==> src/rtl/fetch_pkg.sv <==
// Shared fetch types: state encoding, buffer entry layout and the address range check.
package fetch_pkg;
  localparam int XLEN = 32;
  localparam int unsigned INSTR_BYTES = 4;

  typedef enum logic [0:0] {RUN = 1'b0, FAULT = 1'b1} fetch_state_t;

  typedef struct packed {
    logic [XLEN-1:0] pc;
    logic [XLEN-1:0] instruction;
  } fetch_entry_t;

  // True when no address bit at or above aw is set (target lies inside memory).
  function automatic logic in_range(input logic [XLEN-1:0] addr, input int unsigned aw);
    return (addr >> aw) == '0;
  endfunction
endpackage

==> src/rtl/fetch_if.sv <==
// Fetch bus: instruction memory port, redirect input and decode-side handshake.
interface fetch_if #(parameter int W = 32);
  logic [W-1:0] imem_addr;
  logic [W-1:0] imem_instruction;
  logic         redirect_valid;
  logic [W-1:0] redirect_pc;
  logic         out_valid;
  logic         out_ready;
  logic [W-1:0] out_instruction;
  logic [W-1:0] out_pc;
  logic         fault;
  logic [W-1:0] fault_addr;

  modport master (
    output imem_addr, out_valid, out_instruction, out_pc, fault, fault_addr,
    input  imem_instruction, redirect_valid, redirect_pc, out_ready
  );

  modport slave (
    input  imem_addr, out_valid, out_instruction, out_pc, fault, fault_addr,
    output imem_instruction, redirect_valid, redirect_pc, out_ready
  );
endinterface

==> src/rtl/fetch_buffer.sv <==
// Two-entry FIFO kept as a shift pair: slot0 is always the head, so the head
// registers keep their last contents when the buffer drains or is flushed.
module fetch_buffer
  import fetch_pkg::*;
(
  input  logic         clk,
  input  logic         rst,
  input  logic         push,
  input  logic         pop,
  input  logic         flush,
  input  fetch_entry_t din,
  output logic [1:0]   count,
  output logic         head_valid,
  output fetch_entry_t head
);
  fetch_entry_t slot0, slot1;
  logic         do_pop;

  assign do_pop     = pop && (count != 2'd0);
  assign head       = slot0;
  assign head_valid = (count != 2'd0);

  // Slot and occupancy update; flush only clears the count, data is left in place.
  always_ff @(posedge clk or posedge rst) begin
    if (rst) begin
      slot0 <= '0;
      slot1 <= '0;
      count <= 2'd0;
    end else if (flush) begin
      count <= 2'd0;
    end else if (push && do_pop) begin
      if (count == 2'd1) begin
        slot0 <= din;
      end else begin
        slot0 <= slot1;
        slot1 <= din;
      end
    end else if (push) begin
      if (count == 2'd0) slot0 <= din;
      else               slot1 <= din;
      count <= count + 2'd1;
    end else if (do_pop) begin
      if (count == 2'd2) slot0 <= slot1;
      count <= count - 2'd1;
    end
  end
endmodule

==> src/rtl/fetch_unit.sv <==
// Instruction fetch controller: PC sequencing, redirect handling, sticky fault.
module fetch_unit
  import fetch_pkg::*;
#(
  parameter int                   ADDR_WIDTH        = 8,
  parameter int                   INSTRUCTION_WIDTH = XLEN,
  parameter logic [XLEN-1:0]      RESET_PC          = '0
) (
  input  logic   clk,
  input  logic   rst,
  fetch_if.master bus
);
  fetch_state_t                 state;
  logic [INSTRUCTION_WIDTH-1:0] pc;
  logic [INSTRUCTION_WIDTH-1:0] fault_addr;
  logic [1:0]                   count;
  logic                         head_valid;
  fetch_entry_t                 head, din;
  logic pop, room, attempt, push, redirect_bad;

  assign pop          = head_valid && bus.out_ready;
  assign room         = (count != 2'd2) || pop;
  // A fetch attempt only turns into a push if pc is still inside memory.
  assign attempt      = (state == RUN) && !bus.redirect_valid && room;
  assign push         = attempt && in_range(pc, ADDR_WIDTH);
  assign redirect_bad = (bus.redirect_pc[1:0] != 2'b00) || !in_range(bus.redirect_pc, ADDR_WIDTH);
  assign din          = '{pc: pc, instruction: bus.imem_instruction};

  assign bus.imem_addr       = pc;
  assign bus.out_valid       = head_valid;
  assign bus.out_pc          = head.pc;
  assign bus.out_instruction = head.instruction;
  assign bus.fault           = (state == FAULT);
  assign bus.fault_addr      = fault_addr;

  fetch_buffer u_buf (
    .clk        (clk),
    .rst        (rst),
    .push       (push),
    .pop        (pop),
    .flush      (bus.redirect_valid),
    .din        (din),
    .count      (count),
    .head_valid (head_valid),
    .head       (head)
  );

  // PC / state / fault-address update; redirect outranks sequential fetch.
  always_ff @(posedge clk or posedge rst) begin
    if (rst) begin
      state      <= RUN;
      pc         <= RESET_PC;
      fault_addr <= '0;
    end else if (bus.redirect_valid) begin
      pc <= bus.redirect_pc;
      if (redirect_bad) begin
        state      <= FAULT;
        fault_addr <= bus.redirect_pc;
      end else begin
        state      <= RUN;
        fault_addr <= '0;
      end
    end else if (attempt) begin
      if (push) begin
        pc <= pc + INSTRUCTION_WIDTH'(INSTR_BYTES);
      end else begin
        state      <= FAULT;
        fault_addr <= pc;
      end
    end
  end
endmodule

==> src/flat_wrapper.sv <==
// flat-port wrapper written by rule: the top's interface ports become plain ports
module fetch_unit_flat import fetch_pkg::*;
#(
  parameter int                   ADDR_WIDTH        = 8,
  parameter int                   INSTRUCTION_WIDTH = XLEN,
  parameter logic [XLEN-1:0]      RESET_PC          = '0
)
  (clk, rst, bus_imem_addr, bus_out_valid, bus_out_instruction, bus_out_pc, bus_fault, bus_fault_addr, bus_imem_instruction, bus_redirect_valid, bus_redirect_pc, bus_out_ready);
  fetch_if #(.W(32)) bus_i ();
  input  logic clk;
  input  logic rst;
  output wire logic [$bits(bus_i.imem_addr)-1:0] bus_imem_addr;
  output wire logic [$bits(bus_i.out_valid)-1:0] bus_out_valid;
  output wire logic [$bits(bus_i.out_instruction)-1:0] bus_out_instruction;
  output wire logic [$bits(bus_i.out_pc)-1:0] bus_out_pc;
  output wire logic [$bits(bus_i.fault)-1:0] bus_fault;
  output wire logic [$bits(bus_i.fault_addr)-1:0] bus_fault_addr;
  input wire logic [$bits(bus_i.imem_instruction)-1:0] bus_imem_instruction;
  input wire logic [$bits(bus_i.redirect_valid)-1:0] bus_redirect_valid;
  input wire logic [$bits(bus_i.redirect_pc)-1:0] bus_redirect_pc;
  input wire logic [$bits(bus_i.out_ready)-1:0] bus_out_ready;
  assign bus_imem_addr = bus_i.imem_addr;
  assign bus_out_valid = bus_i.out_valid;
  assign bus_out_instruction = bus_i.out_instruction;
  assign bus_out_pc = bus_i.out_pc;
  assign bus_fault = bus_i.fault;
  assign bus_fault_addr = bus_i.fault_addr;
  assign bus_i.imem_instruction = bus_imem_instruction;
  assign bus_i.redirect_valid = bus_redirect_valid;
  assign bus_i.redirect_pc = bus_redirect_pc;
  assign bus_i.out_ready = bus_out_ready;
  fetch_unit #(.ADDR_WIDTH(ADDR_WIDTH), .INSTRUCTION_WIDTH(INSTRUCTION_WIDTH), .RESET_PC(RESET_PC)) u_core (.clk(clk), .rst(rst), .bus(bus_i));
endmodule
==> config.mk <==
export PLATFORM = sky130hd
export DESIGN_NAME = fetch_unit_flat
export DESIGN_NICKNAME = d
export VERILOG_FILES = /design/src/rtl/fetch_pkg.sv /design/src/rtl/fetch_if.sv /design/src/rtl/fetch_buffer.sv /design/src/rtl/fetch_unit.sv /design/src/flat_wrapper.sv
export SDC_FILE = /design/constraint.sdc
export NUM_CORES = 1
export LEC_CHECK = 0
export ABC_AREA = 1
export BUFFER_PORTS_ARGS = -buffer_cell sky130_fd_sc_hd__clkbuf_2
export CAP_MARGIN = 15
export CORE_MARGIN = 1
export CORE_UTILIZATION = 30
export CTS_CLUSTER_SIZE = 25
export DETAILED_ROUTE_END_ITERATION = 16
export GPL_ROUTABILITY_DRIVEN = 0
export PLACE_DENSITY = 0.6
export SYNTH_ARGS = -nofsm -noshare
export SYNTH_HDL_FRONTEND = slang
export SYNTH_SLANG_ARGS = --single-unit
==> constraint.sdc <==
create_clock -name clk -period 12.2 [get_ports clk]
set_input_delay 0.61 -clock clk [delete_from_list [all_inputs] [get_ports clk]]
set_output_delay 0.61 -clock clk [all_outputs]
set_load 0.1 [all_outputs]
==> impl_metrics.yaml, run 1 <==
floorplan:
  die_w_um: 186
  initial_utilization_pct: 30.4
  rows: 67
  core_mm2: 0.0334
  io_pins: 198
  die-height_um: 186
  dieArea_mm2: 0.0347
global_route:
  grt_pass1_vias: 9204
  grtUsageMet3_pct: 4.07
  antenna_found_initial: 0
  grt_max_degree: 137
  top_usage_layer: "met2"
  grt_util_met1_pct: 23.5
  grt_first_pass_wirelength_mm: 49.1
  met2_usage_pct: 30.9
  grt_overflow: 0
  grt_usage_pct: 18.1
pwr:
  peakVddDrop_uv: 105
  p_per_area_mw_per_mm2: 146
  fin_total_pwr_mw: 1.76
  p_leak_nw: 7.02
timing:
  setup_violations: 0
  grt_setup_unrepaired: "no"
  max_freq_mhz: 178
  holdWs_ns: 0.363
  worstMarginPinSlew_ns: 1.04
  final-hold-violation-count: 0
  slew_viol_final: 0
  setup_tns_ns: 0
  finalCriticalPeriod_ns: 5.61
  max_slew_margin_pct: 30.3
  skew_ns: 0.0223
  period_share_pct: 46.0
setup_path:
  endpoint_kind: "flip-flop"
  worstPathRequired_ns: 12.51
  startpoint_type: "flip-flop"
  worstSetupPathType: "flip-flop to flip-flop"
  crit_path_max_fanout: 72
  arrival_ns: 5.91
flow_run:
  maxCapViolCount: 0
clock_tree:
  cts-root-buf: "clkbuf_16"
  cts.sinks: 195
  cts_hold_buf: 0
  cts_resized: 0
  numCtsBuffers: 17
  clk_latency_ns: 0.44
  cts_buffer_depth: 2
  path_clk_slew_ns: 0.09
  htree_num_levels: 4
  cts_tree: "built"
  postCtsSetupBuffers: 0
min_path:
  min_path_type: "input port to async pin"
finish:
  final_cell_mix: "712 x nand2_1, 197 x clkbuf_2, 195 x dfrtp_1, 159 x nand3_1, 97 x inv_1"
  area_delta_synth_final_pct: 18.9
  n_antenna_cell: 0
  layout_commonest_cell: "nand2_1"
  fin_cells: 2033
  final_layout_size_suffix_gt1_share_pct: 17.9
  final_nets: 1644
yosys:
  syn-cell-area_mm2: 0.0102
  synthCells: 1433
  synth.distinct_cells: 24
  ys_seq_area_share_pct: 47.9
  synth_seq_cells: 195
  ys_warn_count: 0
  avgSynthCellArea_um2: 7.10
  synth_nets: 1505
placed_design:
  io_buffer_count: 197
  hpwl_mm: 19.7
  dp.cells: 2000
detailed_routing:
  wl_per_cell_um: 15.0
  drc_errors: 0
  vias: 9284
  viasPerCell: 4.57
  ant_nets: 0
  dr.first_iter.drc_count: 694
  drt_first_pass_iters: 7
  drt-total-wl_mm: 30.4
outcome:
  outcome: "finished clean"
[path summary, 6_finish.rpt]
check                                       start                        end  slack, ns  cells after the start
max in group asynchronous                     rst     u_core.u_buf.slot1[17]      10.41                      3
max reg2reg                 u_core.u_buf.count[0]      u_core.u_buf.slot1[0]       6.59                     13
min                                           rst  u_core.bus.fault_addr[13]       0.36                      2
min in group clk               bus_redirect_pc[1]    u_core.bus.imem_addr[1]       0.43                      3
max                         u_core.u_buf.count[0]      u_core.u_buf.slot1[0]       6.59                     13
min reg2reg                u_core.u_buf.slot1[32]     u_core.u_buf.slot1[32]       0.47                      2
[power breakdown]
part	total [mW]	switching [mW]	internal, mW	leakage, nW
Sequential	0.701	0.0280	0.673	2.61
Clock	0.594	0.291	0.303	0.299
Combinational	0.469	0.381	0.0877	4.11
[cells by family (layout without fill, tap and decap cells)]
logic type                 after synthesis  after routing  share of synthesized area [%]
adders and majority gates                4              4                          0.492
xor gates and xnor gates                 1              1                         0.0861
AOI/OAI and AO/OA                       86             86                           4.34
buffers and inverters                  191            343                           7.51
and+or+nand+nor                        932            932                           37.0
DFF                                    195            195                           47.9
muxes                                   24             24                           2.66
[synth_stat cells]
cell      number  area [µm²]
o211ai_1       3        22.5
buf_1         13        48.8
xor2_1         1        8.76
clkbuf_1      43         161
buf_4          5        37.5
nand3_1      160         801
buf_2         23         115
nor2_4         2        22.5
nor2_8         1        20.0
nand4_1        2        12.5
ha_1           4        50.1
o21ai_2        1        8.76
o21ai_0       76         380
nor3_1         3        15.0
nand2_1      712        2670
a21oi_1        6        30.0
inv_1         99         372
nor2_1        44         165
mux2_2        24         270
nor2_2         2        12.5
nand3_2        1        10.0
nand2_2        5        31.3
dfrtp_1      195        4880
inv_2          8        30.0
[area by class of cell]
class	instances	area [µm²]
tap	448	561
multi-input combinational	1047	4570
timing repair buffer	204	1060
inverter	107	409
fill	3594	21300
sequential	195	4880
clock buffer	18	439
clock inverter	14	180
[registers in the layout, indices dropped and copies added (netlist names)]
name	count
u_core.u_buf.count	2
u_core.bus.fault_addr	32
u_core.bus.fault	1
u_core.bus.imem_addr	32
u_core.u_buf.slot1	64
u_core.u_buf.head	64
[metal layers]
layer / wire [µm] / part of all wire, %
met1: 14000 / 46
met5: 0 / 0
met3: 1750 / 5.8
met2: 14400 / 47
met4: 266 / 0.87
[critical path: stages (launching register included)]
cell and delay, ns:
dfrtp_1 0.41, inv_1 0.11, ha_1 0.27, inv_2 0.08, nand2_2 0.44, nand2_1 0.23
nand2_2 0.10, nor2_4 0.81, nand2_4 0.73, nor2_4 1.02, nand2_2 0.69, buf_12 0.39
nand2_1 0.07, nand2_1 0.05
[per-stage QoR]
step | instance area, µm² | worst slack, ns | utilization, %
global placement | 11400 | 6.45 | 34.2
CTS | 12100 | 6.49 | 36.1
floorplan | 10200 | 6.28 | -
detailed placement | 11500 | 6.50 | 34.3
global route | 12100 | 6.08 | 36.2
finish | 12100 | 6.59 | 36.2
Note: power is estimated with default switching activity, not from simulation.
==> inputs of run 2 (changes only) <==
--- a/config.mk
+++ b/config.mk
@@ -13,7 +13,7 @@
 export CTS_CLUSTER_SIZE = 25
 export DETAILED_ROUTE_END_ITERATION = 16
 export GPL_ROUTABILITY_DRIVEN = 0
-export PLACE_DENSITY = 0.6
+export PLACE_DENSITY = 0.61
 export SYNTH_ARGS = -nofsm -noshare
 export SYNTH_HDL_FRONTEND = slang
 export SYNTH_SLANG_ARGS = --single-unit
==> constraint.sdc (replaced) <==
create_clock -name clk -period 4.7 [get_ports clk]
set_input_delay 0.235 -clock clk [delete_from_list [all_inputs] [get_ports clk]]
set_output_delay 0.235 -clock clk [all_outputs]
set_load 0.1 [all_outputs]
==> impl_metrics.yaml, run 2 (synthesis results as in run 1) <==
detailed_routing:
  m1WireLength_mm: 13.7
  drc_errors: 0
  drt-total-wl_mm: 31.0
  drt_first_pass_iters: 5
  vias: 9482
  routed.top_layer: "met5"
  ant_nets: 0
  wl_per_cell_um: 15.2
  dr.first_iter.drc_count: 756
  met2WireLength_mm: 14.8
  wl_met3_mm: 1.99
  viasPerCell: 4.65
timing:
  finalCriticalPeriod_ns: 3.57
  worstMarginPinSlew_ns: 1.08
  grt_setup_unrepaired: "no"
  period_share_pct: 76.0
  max_freq_mhz: 280
  final-hold-violation-count: 0
  setup_violations: 0
  holdWs_ns: 0.0385
  slew_viol_final: 0
  max_slew_margin_pct: 27.8
  setup_tns_ns: 0
  skew_ns: 0.0179
setup_path:
  worstPathRequired_ns: 5.08
  worstSetupPathType: "flip-flop to flip-flop"
  endpoint_kind: "flip-flop"
  crit_path_max_fanout: 71
  arrival_ns: 3.95
  startpoint_type: "flip-flop"
clock_tree:
  cts-root-buf: "clkbuf_16"
  path_clk_slew_ns: 0.09
  numCtsBuffers: 17
  cts_tree: "built"
  cts_resized: 0
  htree_num_levels: 4
  cts.sinks: 195
  clk_latency_ns: 0.44
  cts_buffer_depth: 2
global_route:
  grt_pass1_vias: 9397
  antenna_found_initial: 1
  grt_usage_pct: 18.7
  grt_overflow: 0
  grt_max_degree: 175
  grt_first_pass_wirelength_mm: 50.5
pwr:
  switching_share_pct: 40.6
  p_per_area_mw_per_mm2: 375
  p_clk_share_pct: 33.2
  internal_power_mw: 2.70
  peakVddDrop_uv: 285
  power.share.combinational_pct: 26.7
  netSwitchingPower_mw: 1.84
  p_leak_nw: 7.04
  pwr-share-seq_pct: 40.1
finish:
  final_cell_mix: "712 x nand2_1, 197 x clkbuf_2, 195 x dfrtp_1, 159 x nand3_1, 97 x inv_1"
  n_antenna_cell: 0
  final_layout_size_suffix_gt1_share_pct: 18.2
  layout_commonest_cell: "nand2_1"
  final_nets: 1651
  fillers: 3591
  area_delta_synth_final_pct: 19.1
floorplan:
  rows: 67
  initial_utilization_pct: 30.4
  die-height_um: 186
  io_pins: 198
  die_w_um: 186
  dieArea_mm2: 0.0347
  core_mm2: 0.0334
outcome:
  outcome: "finished clean"
placed_design:
  hpwl_mm: 20.2
  io_buffer_count: 197
min_path:
  min_path_type: "input port to flip-flop"
flow_run:
  maxCapViolCount: 0
==> run 2: through the flow <==
stage | utilization [%] | total power, mW | area [µm²] | std cells | worst slack, ns
after floorplan | - | 2.79 | 10200 | 1433 | 1.95
after global placement | 34.4 | 3.06 | 11500 | 2007 | 1.18
after detailed placement | 34.4 | 3.07 | 11500 | 2007 | 1.12
after CTS | 36.2 | 4.59 | 12100 | 2040 | 1.11
after global routing | 36.2 | 4.74 | 12100 | 2040 | 0.766
final | 36.2 | 4.54 | 12100 | 2040 | 1.13
==> run 2: worst paths after layout <==
kind / from / endpoint / slack, ns / depth (start not counted)
max in group asynchronous: rst / u_core.u_buf.slot1[58] / 2.94 / 4
max: u_core.u_buf.count[0] / u_core.bus.fault_addr[4] / 1.13 / 14
min in group asynchronous: rst / u_core.bus.fault_addr[12] / 0.37 / 3
max reg2reg: u_core.u_buf.count[0] / u_core.bus.fault_addr[4] / 1.13 / 14
min reg2reg: u_core.u_buf.slot1[19] / u_core.u_buf.slot1[19] / 0.47 / 2
min: bus_redirect_pc[1] / u_core.bus.imem_addr[1] / 0.04 / 3
==> run 2: worst max-delay path, cell delays in order (launching register included) <==
cell and delay, ns:
dfrtp_1 0.42, inv_1 0.12, ha_1 0.26, inv_2 0.06, nand2_2 0.06, nand2_1 0.06
nand2_2 0.09, nor2_4 0.04, buf_4 0.29, nand2_4 0.15, buf_4 0.68, o21ai_2 0.43
inv_2 0.54, o21ai_0 0.19, nand2_1 0.11
==> run 2: per-layer routing <==
metal | GRT usage [%] | up-vias
met5 | 0 | -
met4 | 5.18 | 2
met3 | 4.34 | 30
met2 | 31.1 | 285
met1 | 24.2 | 4434
li1 | - | 4731
==> run 2: area by class of cell <==
cell class | count | area, µm² | area share, %
Clock buffer | 17 | 425 | 3.51
Clock inverter | 15 | 174 | 1.43
Inverter | 107 | 405 | 3.34
Multi-Input combinational cell | 1047 | 4570 | 37.7
Sequential cell | 195 | 4880 | 40.2
Tap cell | 448 | 561 | 4.62
Timing Repair Buffer | 211 | 1110 | 9.12
==> run 2: repair_timing <==
item,CTS,global route
hold endpoints to repair,21,0
buffers inserted,0,0
hold buffers,1,0
==> run 2: power by group through the flow <==
stage	clock [mW]	combinational [mW]	sequential, mW
5_1_grt	1.61	1.30	1.83
3_3_place_gp	0	1.21	1.85
6_report	1.51	1.21	1.82
2_1_floorplan	0	0.477	2.31
4_1_cts	1.54	1.22	1.82
3_5_place_dp	0	1.22	1.85
==> inputs of run 3 (changes only) <==
--- a/config.mk
+++ b/config.mk
@@ -13,7 +13,7 @@
 export CTS_CLUSTER_SIZE = 25
 export DETAILED_ROUTE_END_ITERATION = 16
 export GPL_ROUTABILITY_DRIVEN = 0
-export PLACE_DENSITY = 0.61
+export PLACE_DENSITY = 0.6
 export SYNTH_ARGS = -nofsm -noshare
 export SYNTH_HDL_FRONTEND = slang
 export SYNTH_SLANG_ARGS = --single-unit
==> constraint.sdc (replaced) <==
create_clock -name clk -period 3.4 [get_ports clk]
set_input_delay 0.17 -clock clk [delete_from_list [all_inputs] [get_ports clk]]
set_output_delay 0.17 -clock clk [all_outputs]
set_load 0.1 [all_outputs]
==> impl_metrics.yaml, run 3 (synthesis results as in run 1) <==
outcome:
  outcome: "finished clean"
detailed_routing:
  dr.first_iter.drc_count: 699
  drt-total-wl_mm: 32.0
  drt_first_pass_iters: 6
  drc_errors: 0
  vias: 9868
  wl_per_cell_um: 15.3
  ant_nets: 0
  viasPerCell: 4.71
clock_tree:
  cts_tree: "built"
  clk_latency_ns: 0.45
  numCtsBuffers: 17
  cts_buffer_depth: 2
  htree_num_levels: 4
  path_clk_slew_ns: 0.08
  cts.sinks: 195
  cts-root-buf: "clkbuf_16"
setup_path:
  worstPathRequired_ns: 3.79
  path_common_cell: "nand2_1"
  arrival_ns: 3.16
  crit_path_max_fanout: 64
  slowest_stage: "nor2_8"
  crit_chain: "inv_1 > ha_1 > inv_2 > nand2_2 > nand2_1 > nand2_2 > nor2_4 > nand2_4 > nand2_1 > nand2_2 > nor2_8 > nand2_1 > nand2_1"
  path_buf_inv: 2
  crit_family: "simple AND/OR/NAND/NOR gates"
  critPathMaxStageDelay_ns: 0.76
  startpoint_type: "flip-flop"
  worstSetupPathType: "flip-flop to flip-flop"
  endpoint_kind: "flip-flop"
finish:
  fin_cells: 2097
  area_delta_synth_final_pct: 25.5
  layout_commonest_cell: "nand2_1"
  final_cell_mix: "712 x nand2_1, 197 x clkbuf_2, 195 x dfrtp_1, 159 x nand3_1, 97 x inv_1"
  fillers: 3496
  final_layout_size_suffix_gt1_share_pct: 17.7
  post-route-cell-area_mm2: 0.0128
  final_nets: 1707
global_route:
  grt_pass1_vias: 9620
  grt_util_met1_pct: 25.1
  grt_overflow: 0
  met2_usage_pct: 31.5
  grt_first_pass_wirelength_mm: 51.7
  grtUsageMet3_pct: 4.79
  antenna_found_initial: 2
  grt_max_degree: 101
  grt_usage_pct: 19.3
  top_usage_layer: "met2"
floorplan:
  initial_utilization_pct: 30.4
  die-height_um: 186
  io_pins: 198
  dieArea_mm2: 0.0347
  core_mm2: 0.0334
  die_w_um: 186
  rows: 67
placed_design:
  hpwl_mm: 20.0
  dp.cells: 2009
  io_buffer_count: 197
  place_area_mm2: 0.0116
pwr:
  power.share.combinational_pct: 27.0
  netSwitchingPower_mw: 2.50
  p_leak_nw: 7.31
  switching_share_pct: 38.2
  p_clk_share_pct: 34.6
  fin_total_pwr_mw: 6.56
  pwr-share-seq_pct: 38.4
  internal_power_mw: 4.05
  peakVddDrop_uv: 381
  p_per_area_mw_per_mm2: 514
timing:
  setup_violations: 0
  finalCriticalPeriod_ns: 2.78
  max_freq_mhz: 360
  grt_setup_unrepaired: "no"
  setup_tns_ns: 0
  worstMarginPinSlew_ns: 0.988
  skew_ns: 0.0142
  max_slew_margin_pct: 34.1
  slew_viol_final: 0
  final-hold-violation-count: 0
  period_share_pct: 81.7
min_path:
  min_path_type: "input port to flip-flop"
flow_run:
  maxCapViolCount: 0
-- run 3: cell types whose count changed in the layout (fill, tap and decap cells not counted), sizes merged --
cell and change:
clkinvlp +2, clkbuf +1, clkinv -3, diode +1, buf +2, inv -4, dlygate4sd3 +54, bufinv +4
-- run 3: area by class of cell --
| type | instances | area [µm²] | share of cell area (%) |
|---|---|---|---|
| clock buffers | 18 | 439 | 3.44 |
| flip-flops and latches | 195 | 4880 | 38.2 |
| repair buffers | 267 | 1700 | 13.3 |
| diodes | 1 | 2.50 | 0.0196 |
| clock inverters | 14 | 213 | 1.67 |
| multi-input cells | 1047 | 4570 | 35.8 |
| well taps | 448 | 561 | 4.39 |
| inverters | 107 | 405 | 3.17 |
-- run 3: power by group through the flow --
stage / sequential [mW] / combinational, mW / clock, mW
global route: 2.53 / 1.89 / 2.40
floorplan: 3.19 / 0.659 / 0
finish: 2.52 / 1.77 / 2.27
global placement: 2.56 / 1.71 / 0
CTS: 2.52 / 1.78 / 2.33
detailed placement: 2.56 / 1.72 / 0
-- run 3: worst paths after layout --
kind | startpoint | end | slack [ns] | cells past startpoint
min in group asynchronous | rst | u_core.bus.imem_addr[13] | 0.41 | 4
min | bus_imem_instruction[17] | u_core.u_buf.slot1[17] | 0.03 | 3
max | u_core.u_buf.count[0] | u_core.u_buf.head[54] | 0.62 | 13
min reg2reg | u_core.u_buf.slot1[4] | u_core.u_buf.slot1[4] | 0.47 | 2
max in group asynchronous | rst | u_core.u_buf.slot1[13] | 2.47 | 4
max reg2reg | u_core.u_buf.count[0] | u_core.u_buf.head[54] | 0.62 | 13
-- run 3: routing by layer --
layer	wire length [µm]	part of all wire [%]	vias up
met5	13	0.041	-
met4	628	2.0	2
met3	2160	6.7	42
met2	14900	47	316
met1	14300	45	4666
li1	-	-	4842
-- run 3: per-stage QoR --
| step | util [%] | worst slack, ns | hold WS, ns |
|---|---|---|---|
| 2_1_floorplan | - | 0.712 | 0.307 |
| 4_1_cts | 38.2 | 0.582 | 0.00191 |
| 5_1_grt | 38.2 | 0.247 | 0.0269 |
| 6_report | 38.2 | 0.622 | 0.0326 |
| 3_5_place_dp | 34.6 | 0.590 | 0.383 |
| 3_3_place_gp | 34.6 | 0.681 | 0.385 |
-- run 3: repair_timing --
action	4_1_cts	5_1_grt
resized for setup	0	0
endpoints found under the hold margin	249	0
buffers inserted	0	0
hold buffers	55	0
-- run 3: worst register-to-register path, cell delays in order (launching register included) --
cell and delay (ns):
dfrtp_1 0.41, inv_1 0.10, ha_1 0.27, inv_2 0.09, nand2_2 0.05, nand2_1 0.07
nand2_2 0.08, nor2_4 0.14, nand2_4 0.21, nand2_1 0.21, nand2_2 0.11, nor2_8 0.76
nand2_1 0.14, nand2_1 0.10
